===== src/rtl/kernel_ctrl_mc_pkg.sv =====
// Shared types and defaults for the multi-channel kernel launch controller.
package kernel_ctrl_mc_pkg;

    typedef enum logic [1:0] {
        ST_IDLE,
        ST_START,
        ST_RUN,
        ST_DONE
    } state_t;

    localparam int DEFAULT_XFER_BYTES = 16384;
    localparam int MAX_NUM_CH         = 16;

endpackage


===== src/rtl/kernel_ctrl_mc_done_tracker.sv =====
// Sticky per-channel completion tracking; reports when every enabled channel has finished.
module kernel_ctrl_mc_done_tracker #(
    parameter int NUM_CH = 4
) (
    input  logic              ap_clk,
    input  logic              areset,
    input  logic              clear,
    input  logic              track,
    input  logic [NUM_CH-1:0] mask,
    input  logic [NUM_CH-1:0] ch_done,
    output logic              all_done
);

    logic [NUM_CH-1:0] sticky;
    logic [NUM_CH-1:0] hit;

    // Pulses from disabled channels never reach the sticky vector.
    assign hit = ch_done & mask;

    always_ff @(posedge ap_clk) begin
        if (areset || clear) begin
            sticky <= '0;
        end else if (track) begin
            sticky <= sticky | hit;
        end
    end

    // Same-cycle pulse counts, so completion is seen without an extra cycle of latency.
    assign all_done = ((sticky | hit) == mask);

endmodule


===== src/rtl/kernel_ctrl_mc.sv =====
// Multi-channel kernel launch controller (ap_ctrl_hs by default).
// Define KERNEL_CTRL_MC_CHAIN_EN for ap_ctrl_chain: DONE holds until ap_continue.
module kernel_ctrl_mc
    import kernel_ctrl_mc_pkg::*;
#(
    parameter int C_NUM_CH             = 4,
    parameter int C_XFER_SIZE_WIDTH    = 32,
    parameter int C_CNT_WIDTH          = 32,
    parameter int C_DEFAULT_XFER_BYTES = DEFAULT_XFER_BYTES
) (
    input  logic                         ap_clk,
    input  logic                         areset,
    input  logic                         ap_start,
    input  logic                         ap_continue,
    output logic                         ap_idle,
    output logic                         ap_done,
    output logic                         ap_ready,
    input  logic [C_NUM_CH-1:0]          ctrl_ch_mask,
    input  logic [C_XFER_SIZE_WIDTH-1:0] ctrl_xfer_size_in_bytes,
    output logic [C_XFER_SIZE_WIDTH-1:0] ch_xfer_size,
    output logic [C_NUM_CH-1:0]          ch_start,
    input  logic [C_NUM_CH-1:0]          ch_done,
    output logic [C_CNT_WIDTH-1:0]       cycle_count
);

    localparam logic [C_XFER_SIZE_WIDTH-1:0] DEF_SIZE = C_XFER_SIZE_WIDTH'(C_DEFAULT_XFER_BYTES);

    state_t              state;
    state_t              state_nxt;
    logic [C_NUM_CH-1:0] mask_q;
    logic                accept;
    logic                active;
    logic                all_done;

    assign accept = (state == ST_IDLE) && ap_start;
    assign active = (state == ST_START) || (state == ST_RUN);

    kernel_ctrl_mc_done_tracker #(
        .NUM_CH (C_NUM_CH)
    ) u_done_tracker (
        .ap_clk   (ap_clk),
        .areset   (areset),
        .clear    (accept),
        .track    (active),
        .mask     (mask_q),
        .ch_done  (ch_done),
        .all_done (all_done)
    );

    always_ff @(posedge ap_clk) begin
        if (areset) begin
            state        <= ST_IDLE;
            mask_q       <= '0;
            ch_start     <= '0;
            cycle_count  <= '0;
            ch_xfer_size <= DEF_SIZE;
        end else begin
            state    <= state_nxt;
            // Registered so the pulse lines up exactly with the START cycle.
            ch_start <= accept ? ctrl_ch_mask : '0;
            if (accept) begin
                mask_q       <= ctrl_ch_mask;
                ch_xfer_size <= (ctrl_xfer_size_in_bytes == '0) ? DEF_SIZE : ctrl_xfer_size_in_bytes;
                cycle_count  <= '0;
            end else if (active && (cycle_count != '1)) begin
                cycle_count <= cycle_count + C_CNT_WIDTH'(1);
            end
        end
    end

`ifdef KERNEL_CTRL_MC_CHAIN_EN
    logic done_first;

    // High only in the first DONE cycle, since DONE is always entered from RUN.
    always_ff @(posedge ap_clk) begin
        if (areset) begin
            done_first <= 1'b0;
        end else begin
            done_first <= (state != ST_DONE);
        end
    end

    assign ap_ready = (state == ST_DONE) && done_first;
`else
    logic continue_unused;

    assign continue_unused = ap_continue;
    assign ap_ready        = (state == ST_DONE);
`endif

    always_comb begin
        state_nxt = state;
        case (state)
            ST_IDLE:  if (ap_start) state_nxt = ST_START;
            ST_START: state_nxt = ST_RUN;
            ST_RUN:   if (all_done) state_nxt = ST_DONE;
`ifdef KERNEL_CTRL_MC_CHAIN_EN
            ST_DONE:  if (ap_continue) state_nxt = ST_IDLE;
`else
            ST_DONE:  state_nxt = ST_IDLE;
`endif
            default:  state_nxt = ST_IDLE;
        endcase
    end

    assign ap_idle = (state == ST_IDLE);
    assign ap_done = (state == ST_DONE);

endmodule


===== config.mk =====
export PLATFORM = sky130hd
export DESIGN_NAME = kernel_ctrl_mc
export DESIGN_NICKNAME = d
export VERILOG_FILES = /design/src/rtl/kernel_ctrl_mc_pkg.sv /design/src/rtl/kernel_ctrl_mc_done_tracker.sv /design/src/rtl/kernel_ctrl_mc.sv
export SDC_FILE = /design/constraint.sdc
export NUM_CORES = 1
export LEC_CHECK = 0
export BUFFER_PORTS_ARGS = -buffer_cell sky130_fd_sc_hd__clkbuf_2
export CAP_MARGIN = 0
export CORE_MARGIN = 2
export CORE_UTILIZATION = 50
export DETAILED_ROUTE_END_ITERATION = 6
export PLACE_DENSITY = 0.8
export SETUP_SLACK_MARGIN = 0.4
export SKIP_LAST_GASP = 1
export SYNTH_ARGS = -nofsm -noshare
export SYNTH_HDL_FRONTEND = slang
export SYNTH_SLANG_ARGS = --single-unit

===== constraint.sdc =====
create_clock -name ap_clk -period 2.8 [get_ports ap_clk]
set_input_delay 0 -clock ap_clk [delete_from_list [all_inputs] [get_ports ap_clk]]
set_output_delay 0 -clock ap_clk [all_outputs]
set_load 0.01 [all_outputs]

==> summary.txt, run 1 <==
Status
  • Outcome: completed

Timing
  • Max-slew violations: 0
  • Fmax: 0.431 GHz
  • Period utilization: 82.8%
  • Setup repair after global routing missed its margin: no
  • Worst Clk Skew: 0.00845 ns
  • Worst max-slew margin expressed relative to the limit: 63.8%
  • Tmin final: 2.32 ns
  • Slew at the pin closest to its max-slew limit: 0.544 ns
  • Final sum of negative setup slack: 0 ns
  • Final worst hold slack: 0.0593 ns
  • Final number of setup-violating endpoints: 0
  • Number of endpoints with negative hold slack in the final report: 0

Worst setup path
  • Element type at the critical path start: flip-flop
  • CP Data Arrival Time: 2.61 ns
  • Data required time of the critical path: 3.09 ns
  • CP Max Fanout: 6
  • Critical path class: reg2reg
  • Endpoint type of the worst setup path: flip-flop

Power and ir drop
  • Clock share of power: 31.0%
  • Switching Power: 1.08 mW
  • Total power of the final layout: 3.35 mW
  • Logic gate share of total power: 29.0%
  • Net switching share of the total power: 32.1%
  • Internal Pwr Total: 2.27 mW
  • Sequential share of power: 40.0%
  • Max rail drop VDD: 0.000542 V
  • Lkg Pwr: 1.97 nW
  • Power per unit of standard cell area: 728 nW/um2

Hold path
  • Hold/Removal Path Class: in2reg

Synthesis
  • Mapped Area: 3320 um2
  • Mean cell area of the mapped netlist: 9.56 um2
  • Share of synthesized registers carrying an async set or reset: 0%
  • Main combinational cell family by area after synthesis: simple AND/OR/NAND/NOR gates
  • Synthesized instance count: 347
  • Top cell type's share of synthesized area: 47.1%
  • Cell types occupying the most area after synthesis: dfxtp_1 47%, a22o_1 7.9%, a21oi_2 2.6%
  • Simple-gate area share of the yosys netlist: 23.4%
  • Arithmetic-cell share of the synthesized area counting full adders, half adders and majority gates: 1.51%
  • Post-synth EDFFs: 0
  • Synthesis Warnings: 0
  • Post-synthesis share of cell area spent on xor and xnor gates: 1.06%
  • Fraction of the yosys area taken by sequential cells: 47.1%
  • Top cell type by total area after synthesis: dfxtp_1
  • Top FF cell, synth: dfxtp_1
  • Register bit total from synthesis: 78
  • Library cells used by synthesis: 48
  • Mux share of post-synthesis cell area: 0.906%
  • Area fraction in compound gates after synthesis: 22.1%
  • Post-synth net total: 395

GRT
  • Maximum number of pins on one net before global-route repair: 35
  • First-pass GRT wire length: 16100 um
  • Via count of the first global-routing pass: 3334
  • Total global routing track utilization: 27.6%
  • Gr ovfl total: 0
  • Antenna violations before repair: 0

Die
  • Die outline area: 7300 um2
  • I/O Pins: 115
  • Core Region: 6390 um2
  • Effective utilization at floorplan: 51.9%
  • Die extent in x: 85.4 um
  • Number of cell rows: 29
  • Die span in y: 85.4 um

Place
  • Port buffer count: 113
  • Dpl hpwl: 5870 um
  • Last weighted congestion value of the routability-driven placer: 0.838

Route
  • Total via count in the routed design: 3519
  • Number of violations reported at the end of detailed-routing iteration 0: 181
  • Drc violations: 0
  • 1st-pass router iterations: 5
  • Routed wire length per instance: 17.2 um
  • WL final: 10000 um
  • Remaining antenna violation count: 0
  • Via density per instance: 6.06

Cells and area
  • Most common cell after layout, fill and taps aside: clkbuf_2
  • Most used cells in the layout excluding fill and tap cells: 113 x clkbuf_2, 78 x dfxtp_1, 41 x dlygate4sd3_1, 30 x a22o_1, 22 x nand2_1
  • Area Growth Syn to Fin: 38.6%
  • Number of nets in the layout: 548
  • Fraction of layout cells with a size suffix above 1: 32.5%
  • Final core area utilization: 72.0%
  • Number of antenna diodes: 0

Clock network
  • Clock root buffer master: clkbuf_8
  • CTS tree: built
  • Inserted Clock Buffers: 9
  • Clock insertion delay at the later pin of the skew report: 0.35 ns
  • Sinks on Clock Net: 78
  • Max clock buf depth: 2
  • Clock-pin slew on the worst setup and hold paths: 0.08 ns
  • H-Tree Depth: 3

Flow run
  • Total of max-cap violations: 0
## kinds of logic after synthesis
family | Yosys count
AOI/OAI and AO/OA | 99
xor gates and xnor gates | 4
adders and majority gates | 4
buffers and inverters | 25
DFF | 78
muxes | 3
and+or+nand+nor | 134
## area by class of cell
cell class / instances / area (um2)
Multi-Input combinational cell: 244 / 1640
Tap cell: 77 / 96.3
Clock buffer: 10 / 138
Sequential cell: 78 / 1560
Clock inverter: 5 / 108
Timing Repair Buffer: 162 / 1040
Inverter: 5 / 18.8
Fill cell: 448 / 1790
## layer usage
layer,GRT usage [%],wire length (um),vias to the layer above
li1,-,-,1622
met1,33.1,3980,1648
met2,46.9,4870,220
met3,8.07,924,29
met4,10.1,247,0
met5,0,0,-
## critical path: stages (launching register included)
cell and delay (ns):
dfxtp_1 0.34, inv_1 0.09, ha_1 0.35, nand3_1 0.14, dlygate4sd3_1 0.61, a21oi_1 0.16
dlygate4sd3_1 0.57
## synth_stat cells (5+ instances only)
cell      number
dfxtp_1       78
a22o_1        30
nand2_1       22
nor2_1        20
a21oi_1       14
clkbuf_1      13
nand3_1       13
nand4_1       13
o21ai_0       11
a21oi_2       10
o21ai_1       10
or3_1         10
nor4_1         9
or3_2          8
a31oi_1        7
nand2b_1       6
and3_1         5
and4_1         5
inv_1          5
or4_1          5
## sequential cells by signal (all words and copies together), names as in the netlist
register	cells
state	2
cycle_count	32
u_done_tracker.sticky	4
ch_start	4
ch_xfer_size	32
mask_q	4
## power by group through the flow
| stage | clock network, mW | logic, mW | registers, mW |
|---|---|---|---|
| floorplan | 0 | 0.544 | 1.38 |
| global placement | 0 | 0.845 | 1.34 |
| detailed placement | 0 | 0.868 | 1.34 |
| CTS | 1.04 | 0.918 | 1.32 |
| global route | 1.09 | 1.04 | 1.35 |
| finish | 1.04 | 0.971 | 1.34 |
## stage by stage
step	setup slack [ns]	instance area, um2	std cells
global route	0.424	4600	581
detailed placement	0.491	3930	524
CTS	0.449	4590	580
global placement	0.554	3930	524
finish	0.482	4600	581
floorplan	0.820	3320	347
## worst paths after layout
| check | start | end | slack [ns] | cells after the start |
|---|---|---|---|---|
| worst max-delay path | state[0] | ch_xfer_size[0] | 0.48 | 6 |
| worst min register to register | ch_xfer_size[2] | ch_xfer_size[2] | 0.49 | 1 |
| worst max register to register | state[0] | ch_xfer_size[0] | 0.48 | 6 |
| worst min-delay path | areset | state[0] | 0.06 | 3 |
## what timing repair did
item                       4_1_cts  5_1_grt
hold endpoints to repair        43        0
hold buffers                    41        0
setup endpoints to repair        0        8
resized for setup                0        0
setup buffers                    0        1
Note: power is estimated with default switching activity, not from simulation.
==> run 2, diff against run 1 <==
Settings changed: CORE_UTILIZATION 50 to 45, PLACE_DENSITY 0.8 to 0.76.
Clock period 2.8 ns to 2.05 ns, I/O delays scaled along.
==> run 2 against run 1 <==
Sequential power rose by 36%. Total power increased by 39%. Combinational power up 81%. Setup slack worse by 0.37 ns. Final cell count up 12%.
==> summary.txt, run 2 (synthesis gave the netlist of run 1 again) <==
Status
  • Outcome: completed

Worst setup path
  • Delay-heaviest family, CP: simple AND/OR/NAND/NOR gates
  • FF-to-FF End: cycle_count[31]
  • Worst reg2reg setup slack: 0.11 ns (-0.37 ns)
  • Data required time of the critical path: 2.32 ns (-0.77 ns)
  • Most repeated library cell on the critical path: or4_4
  • Endpoint type of the worst setup path: flip-flop
  • Startpoint of the lowest-slack register-to-register path: cycle_count[24]
  • Cell type of the slowest stage on the worst timing path: or4_4
  • Slowest Stage Delay on Critical Path: 0.58 ns (-0.03 ns)
  • Worst path cell trace: nand4_1, or4_4, o41ai_4, buf_4, buf_12, or4_4, mux2i_1
  • CP Data Arrival Time: 2.22 ns (-0.39 ns)
  • CP Max Fanout: 12 (+6)
  • Reg2reg path depth: 7 (+1)
  • Crit path buffers/inverters: 2 (-1)
  • Element type at the critical path start: flip-flop
  • Critical path class: reg2reg

Cells and area
  • Most used cells in the layout excluding fill and tap cells: 113 x clkbuf_2, 51 x dfxtp_1, 42 x buf_4, 41 x dlygate4sd3_1, 30 x a22o_1
  • Number of antenna diodes: 0 (unchanged)
  • Final non-filler cell area: 5160 um2 (+12%)
  • Most common cell after layout, fill and taps aside: clkbuf_2
  • Post-layout instance count excluding filler cells: 648 (+12%)
  • Biggest registers after layout: ch_xfer_size: 32 flops, cycle_count: 32 flops
  • Fraction of layout cells with a size suffix above 1: 47.4% (+15 points)
  • Number of nets in the layout: 592 (+8.0%)
  • Area Growth Syn to Fin: 55.7%

Timing
  • Final number of setup-violating endpoints: 0 (unchanged)
  • Max-slew violations: 0 (unchanged)
  • Number of endpoints with negative hold slack in the final report: 0 (unchanged)
  • Fmax: 0.515 GHz (+19%)
  • Period utilization: 94.7% (+12 points)
  • Setup repair after global routing missed its margin: yes
  • Final worst hold slack: 0.0700 ns (+0.0107 ns)
  • Tmin final: 1.94 ns (-0.376 ns)
  • Slew at the pin closest to its max-slew limit: 0.483 ns (-0.0608 ns)
  • Worst max-slew margin expressed relative to the limit: 67.5% (+3.8 points)
  • Final sum of negative setup slack: 0 ns (unchanged)
  • Worst Clk Skew: 0.0111 ns (+0.00262 ns)

Power and ir drop
  • Total power of the final layout: 4.66 mW (+39%)
  • Lkg Pwr: 2.23 nW (+13%)
  • Max rail drop VDD: 0.000686 V (+27%)
  • Power per unit of standard cell area: 902 nW/um2 (+24%)

GRT
  • Total global routing track utilization: 24.8% (-2.8 points)
  • First-pass GRT wire length: 16600 um (+3.0%)
  • Gr ovfl total: 0 (unchanged)
  • Antenna violations before repair: 0 (unchanged)
  • Maximum number of pins on one net before global-route repair: 32 (-8.6%)
  • Via count of the first global-routing pass: 3418 (+2.5%)

Route
  • Via density per instance: 5.53 (-8.7%)
  • Drc violations: 0 (unchanged)
  • Number of violations reported at the end of detailed-routing iteration 0: 148 (-18%)
  • 1st-pass router iterations: 4 (-1)
  • Remaining antenna violation count: 0 (unchanged)
  • WL final: 10600 um (+6.0%)
  • Total via count in the routed design: 3583 (+1.8%)
  • Routed wire length per instance: 16.4 um (-4.9%)

Hold path
  • Startpoint of the most critical hold path: ctrl_xfer_size_in_bytes[14]
  • Worst hold path endpoint: ch_xfer_size[14]
  • Number of cells on the worst hold path: 4 (+1)
  • Hold/Removal Path Class: in2reg

Die
  • Effective utilization at floorplan: 46.2% (-5.7 points)
  • Core Region: 7180 um2 (+12%)
  • Die outline area: 8070 um2 (+11%)
  • Die extent in x: 89.8 um (+5.2%)
  • Number of cell rows: 31 (+6.9%)
  • Die span in y: 89.8 um (+5.2%)
  • I/O Pins: 115 (unchanged)

Clock network
  • Max clock buf depth: 2 (unchanged)
  • Sinks on Clock Net: 78 (unchanged)
  • H-Tree Depth: 3 (unchanged)
  • Clock-pin slew on the worst setup and hold paths: 0.08 ns (about the same)
  • Inserted Clock Buffers: 9 (unchanged)
  • Clock root buffer master: clkbuf_8
  • Clock insertion delay at the later pin of the skew report: 0.35 ns (about the same)
  • CTS tree: built

Place
  • Dpl hpwl: 6460 um (+10%)
  • Post-placement cell count: 568 (+8.4%)
  • Standard cell area after detailed placement: 4190 um2 (+6.5%)
  • Port buffer count: 113 (unchanged)
  • Last weighted congestion value of the routability-driven placer: 0.870 (+3.8%)

Flow run
  • Total of max-cap violations: 0 (unchanged)
[run 2: routing by layer]
layer  wire, um  global-route usage [%]  part of all wire, %  vias up
li1           -                       -                    -     1709
met1       4470                    31.0                   42     1710
met2       5320                    42.6                   50      146
met3        671                    5.62                  6.3       18
met4        166                    8.33                  1.6        0
met5          0                       0                    0        -
[run 2: layout make-up]
type | instances | area [um2]
fillers | 519 | 2010
flip-flops and latches | 78 | 1600
clock inverters | 6 | 43.8
multi-input cells | 244 | 1800
inverters | 5 | 18.8
repair buffers | 206 | 1440
clock buffers | 10 | 138
well taps | 99 | 124
[run 2: power by group]
group          internal (mW)  total (mW)  switching [mW]
registers               1.70        1.82           0.120
clock network          0.480        1.08           0.597
logic                  0.846        1.76           0.917
total                   3.02        4.66            1.63
[run 2: worst max path at each step]
stage                                 end  cells past startpoint       startpoint
after global placement    cycle_count[31]                      6  cycle_count[29]
after floorplan           cycle_count[13]                      6  cycle_count[24]
after detailed placement  cycle_count[31]                      6  cycle_count[29]
after global routing      cycle_count[11]                      6  cycle_count[27]
after CTS                 cycle_count[31]                      7  cycle_count[19]
final                     cycle_count[31]                      7  cycle_count[24]
[run 2: per-stage QoR]
stage	utilization, %	worst slack, ns
4_1_cts	69.1	0.125
3_3_place_gp	58.4	0.101
5_1_grt	71.9	0.0155
2_1_floorplan	-	0.127
6_report	71.9	0.108
3_5_place_dp	58.4	0.0862
[run 2: worst reg2reg max path, stage by stage (launching register included)]
cell and delay, ns:
dfxtp_4 0.35, nand4_1 0.13, or4_4 0.58, o41ai_4 0.25
buf_4 0.18, buf_12 0.12, or4_4 0.12, mux2i_1 0.16
[run 2: repair_timing]
item,CTS,global route
setup buffers,11,10
hold buffers,41,0
pin swaps,13,30
resized for setup,18,38
hold endpoints to repair,43,0
gates cloned,1,1
endpoints found under the setup margin,55,52
==> run 3, diff against run 2 <==
--- a/constraint.sdc
+++ b/constraint.sdc
@@ -3,2 +3,2 @@
 set_output_delay 0 -clock ap_clk [all_outputs]
-set_load 0.01 [all_outputs]
+set_load 0.05 [all_outputs]
==> run 3 against run 2 <==
Setup slack got worse by 0.025 ns. Sequential cell count did not move. First-iteration DRC count fell by 23%. Register-to-register slack got worse by 0.02 ns. Clock-buffer cell count rose by 1. Total power rose by 14%. Clock power rose by 19%. Non-clock buffer count fell by 25. Sequential power barely moved. Final cell count fell by 3.7%. Sequential share of layout area rose by 2.1 points. Critical path depth did not move.
==> summary.txt, run 3 (synthesis gave the netlist of run 1 again) <==
Place
  • Post-placement cell count: 552 (-2.8%)
  • Worst Setup Slack post-DPL: 0.111 ns (+0.0250 ns)
  • Last weighted congestion value of the routability-driven placer: 0.842 (-3.2%)
  • Dpl hpwl: 6490 um (+0.52%)
  • Port buffer count: 113 (unchanged)

Route
  • Drc violations: 0 (unchanged)
  • Remaining antenna violation count: 0 (unchanged)
  • WL final: 10300 um (-3.2%)
  • Number of violations reported at the end of detailed-routing iteration 0: 114 (-23%)
  • Total via count in the routed design: 3507 (-2.1%)
  • Routed wire length per instance: 16.5 um (+0.57%)
  • Via density per instance: 5.62 (+1.6%)
  • 1st-pass router iterations: 4 (unchanged)

Clock network
  • Max clock buf depth: 2 (unchanged)
  • Clock root buffer master: clkbuf_8
  • Inserted Clock Buffers: 9 (unchanged)
  • Sinks on Clock Net: 78 (unchanged)
  • CTS tree: built
  • Clock-pin slew on the worst setup and hold paths: 0.09 ns (about the same)
  • H-Tree Depth: 3 (unchanged)
  • Clock insertion delay at the later pin of the skew report: 0.36 ns (about the same)

Timing
  • Setup repair after global routing missed its margin: yes
  • Worst Clk Skew: 0.00887 ns (-0.00220 ns)
  • Final number of setup-violating endpoints: 0 (unchanged)
  • Worst max-slew margin expressed relative to the limit: 67.1% (-0.43 points)
  • Period utilization: 95.9% (+1.2 points)
  • Number of endpoints with negative hold slack in the final report: 0 (unchanged)
  • Final WS setup: 0.0833 ns (-0.0246 ns)
  • Fmax: 0.508 GHz (-1.2%)
  • Max-slew violations: 0 (unchanged)
  • Slew at the pin closest to its max-slew limit: 0.493 ns (+0.0103 ns)
  • Final sum of negative setup slack: 0 ns (unchanged)
  • Tmin final: 1.97 ns (+0.0246 ns)

Cells and area
  • Post-layout instance count excluding filler cells: 624 (-3.7%)
  • Most used cells in the layout excluding fill and tap cells: 113 x clkbuf_2, 45 x dfxtp_1, 41 x dlygate4sd3_1, 30 x a22o_1, 24 x dfxtp_4
  • Biggest registers after layout: ch_xfer_size: 32 flops, cycle_count: 32 flops
  • Number of antenna diodes: 0 (unchanged)
  • Fraction of layout cells with a size suffix above 1: 45.3% (-2.0 points)
  • Most common cell after layout, fill and taps aside: clkbuf_2
  • Number of nets in the layout: 568 (-4.1%)
  • Area Growth Syn to Fin: 51.4%

Power and ir drop
  • Switching Power: 2.08 mW (+27%)
  • Total power of the final layout: 5.30 mW (+14%)
  • Clock share of power: 24.2% (+1.1 points)
  • Max rail drop VDD: 0.000751 V (+9.4%)
  • Logic gate share of total power: 42.0% (+4.1 points)
  • Net switching share of the total power: 39.2% (+4.2 points)
  • Lkg Pwr: 2.12 nW (-4.7%)
  • Power per unit of standard cell area: 1060 nW/um2 (+17%)
  • Sequential share of power: 33.8% (-5.2 points)
  • Internal Pwr Total: 3.22 mW (+6.5%)

GRT
  • Antenna violations before repair: 0 (unchanged)
  • First-pass GRT wire length: 16500 um (-0.29%)
  • Gr ovfl total: 0 (unchanged)
  • Maximum number of pins on one net before global-route repair: 32 (unchanged)
  • Via count of the first global-routing pass: 3514 (+2.8%)
  • Total global routing track utilization: 25.0% (+0.17 points)

Hold path
  • Hold/Removal Path Class: in2reg

Die
  • I/O Pins: 115 (unchanged)
  • Die outline area: 8070 um2 (unchanged)
  • Number of cell rows: 31 (unchanged)
  • Die extent in x: 89.8 um (unchanged)
  • Effective utilization at floorplan: 46.2% (unchanged)
  • Die span in y: 89.8 um (unchanged)
  • Core Region: 7180 um2 (unchanged)

Worst setup path
  • Data required time of the critical path: 2.34 ns (+0.02 ns)
  • CP Data Arrival Time: 2.25 ns (+0.03 ns)
  • Crit path buffers/inverters: 2 (unchanged)
  • Slowest Stage Delay on Critical Path: 0.57 ns (about the same)
  • Most repeated library cell on the critical path: or4_4
  • Element type at the critical path start: flip-flop
  • Worst path cell trace: nand4_4, or4_4, o41ai_4, buf_4, buf_12, or4_4, mux2i_1
  • CP Max Fanout: 9 (-3)
  • Cell type of the slowest stage on the worst timing path: or4_4
  • Critical path class: reg2reg
  • Delay-heaviest family, CP: simple AND/OR/NAND/NOR gates
  • Endpoint type of the worst setup path: flip-flop

Status
  • Outcome: completed

Flow run
  • Total of max-cap violations: 0 (unchanged)
run 3: cell count changes in the layout (fill, tap and decap cells not counted), sizes merged:
cell,before,now
bufinv,0,1
inv,8,7
clkinvlp,2,0
buf,51,26
nor2,20,21
clkbuf,124,125
clkinv,1,2
run 3: final cells by class:
class,count,area [um2]
Clock inverter,5,61.3
Fill cell,554,2160
Tap cell,99,124
Sequential cell,78,1660
Multi-Input combinational cell,245,1760
Clock buffer,11,163
Inverter,5,18.8
Timing Repair Buffer,181,1230
run 3: routing by layer:
layer | vias up | share of wire (%) | global-route usage [%]
li1 | 1667 | - | -
met1 | 1665 | 42 | 29.9
met4 | 0 | 3.2 | 12.4
met5 | - | 0 | 0
met3 | 32 | 5.7 | 4.78
met2 | 143 | 49 | 43.1
run 3: final timing paths:
kind | startpoint | to | slack, ns | cells after the start
hold / removal | ctrl_xfer_size_in_bytes[14] | ch_xfer_size[14] | 0.05 | 4
hold reg to reg | ch_xfer_size[0] | ch_xfer_size[0] | 0.47 | 2
setup reg to reg | cycle_count[18] | cycle_count[31] | 0.08 | 7
setup / recovery | cycle_count[18] | cycle_count[31] | 0.08 | 7
run 3: power groups by stage:
stage | logic, mW | clock network, mW | registers, mW
floorplan | 0.905 | 0 | 2.27
global placement | 1.76 | 0 | 1.81
detailed placement | 1.79 | 0 | 1.81
CTS | 2.09 | 1.29 | 1.79
global route | 2.35 | 1.36 | 1.81
finish | 2.22 | 1.28 | 1.79
run 3: tightest hold or removal path: cells and delay by family:
kind                   cells  cell delay [ns]
AOI/OAI and AO/OA          2             0.20
buffers and inverters      1             0.12
and+or+nand+nor            1             0.05
run 3: per-stage QoR:
step	utilization [%]	hold slack [ns]	instance area, um2
6_report	70.0	0.0500	5020
2_1_floorplan	-	0.133	3450
5_1_grt	70.0	0.0703	5020
3_3_place_gp	57.7	0.230	4140
3_5_place_dp	57.7	0.234	4140
4_1_cts	68.3	0.0387	4900
run 3: timing repair:
action	in CTS	in global routing
setup buffers	7	5
pin swaps	5	13
cloned	1	2
resized for setup	14	20
hold buffers	41	0
endpoints found under the hold margin	43	0
endpoints found under the setup margin	69	47
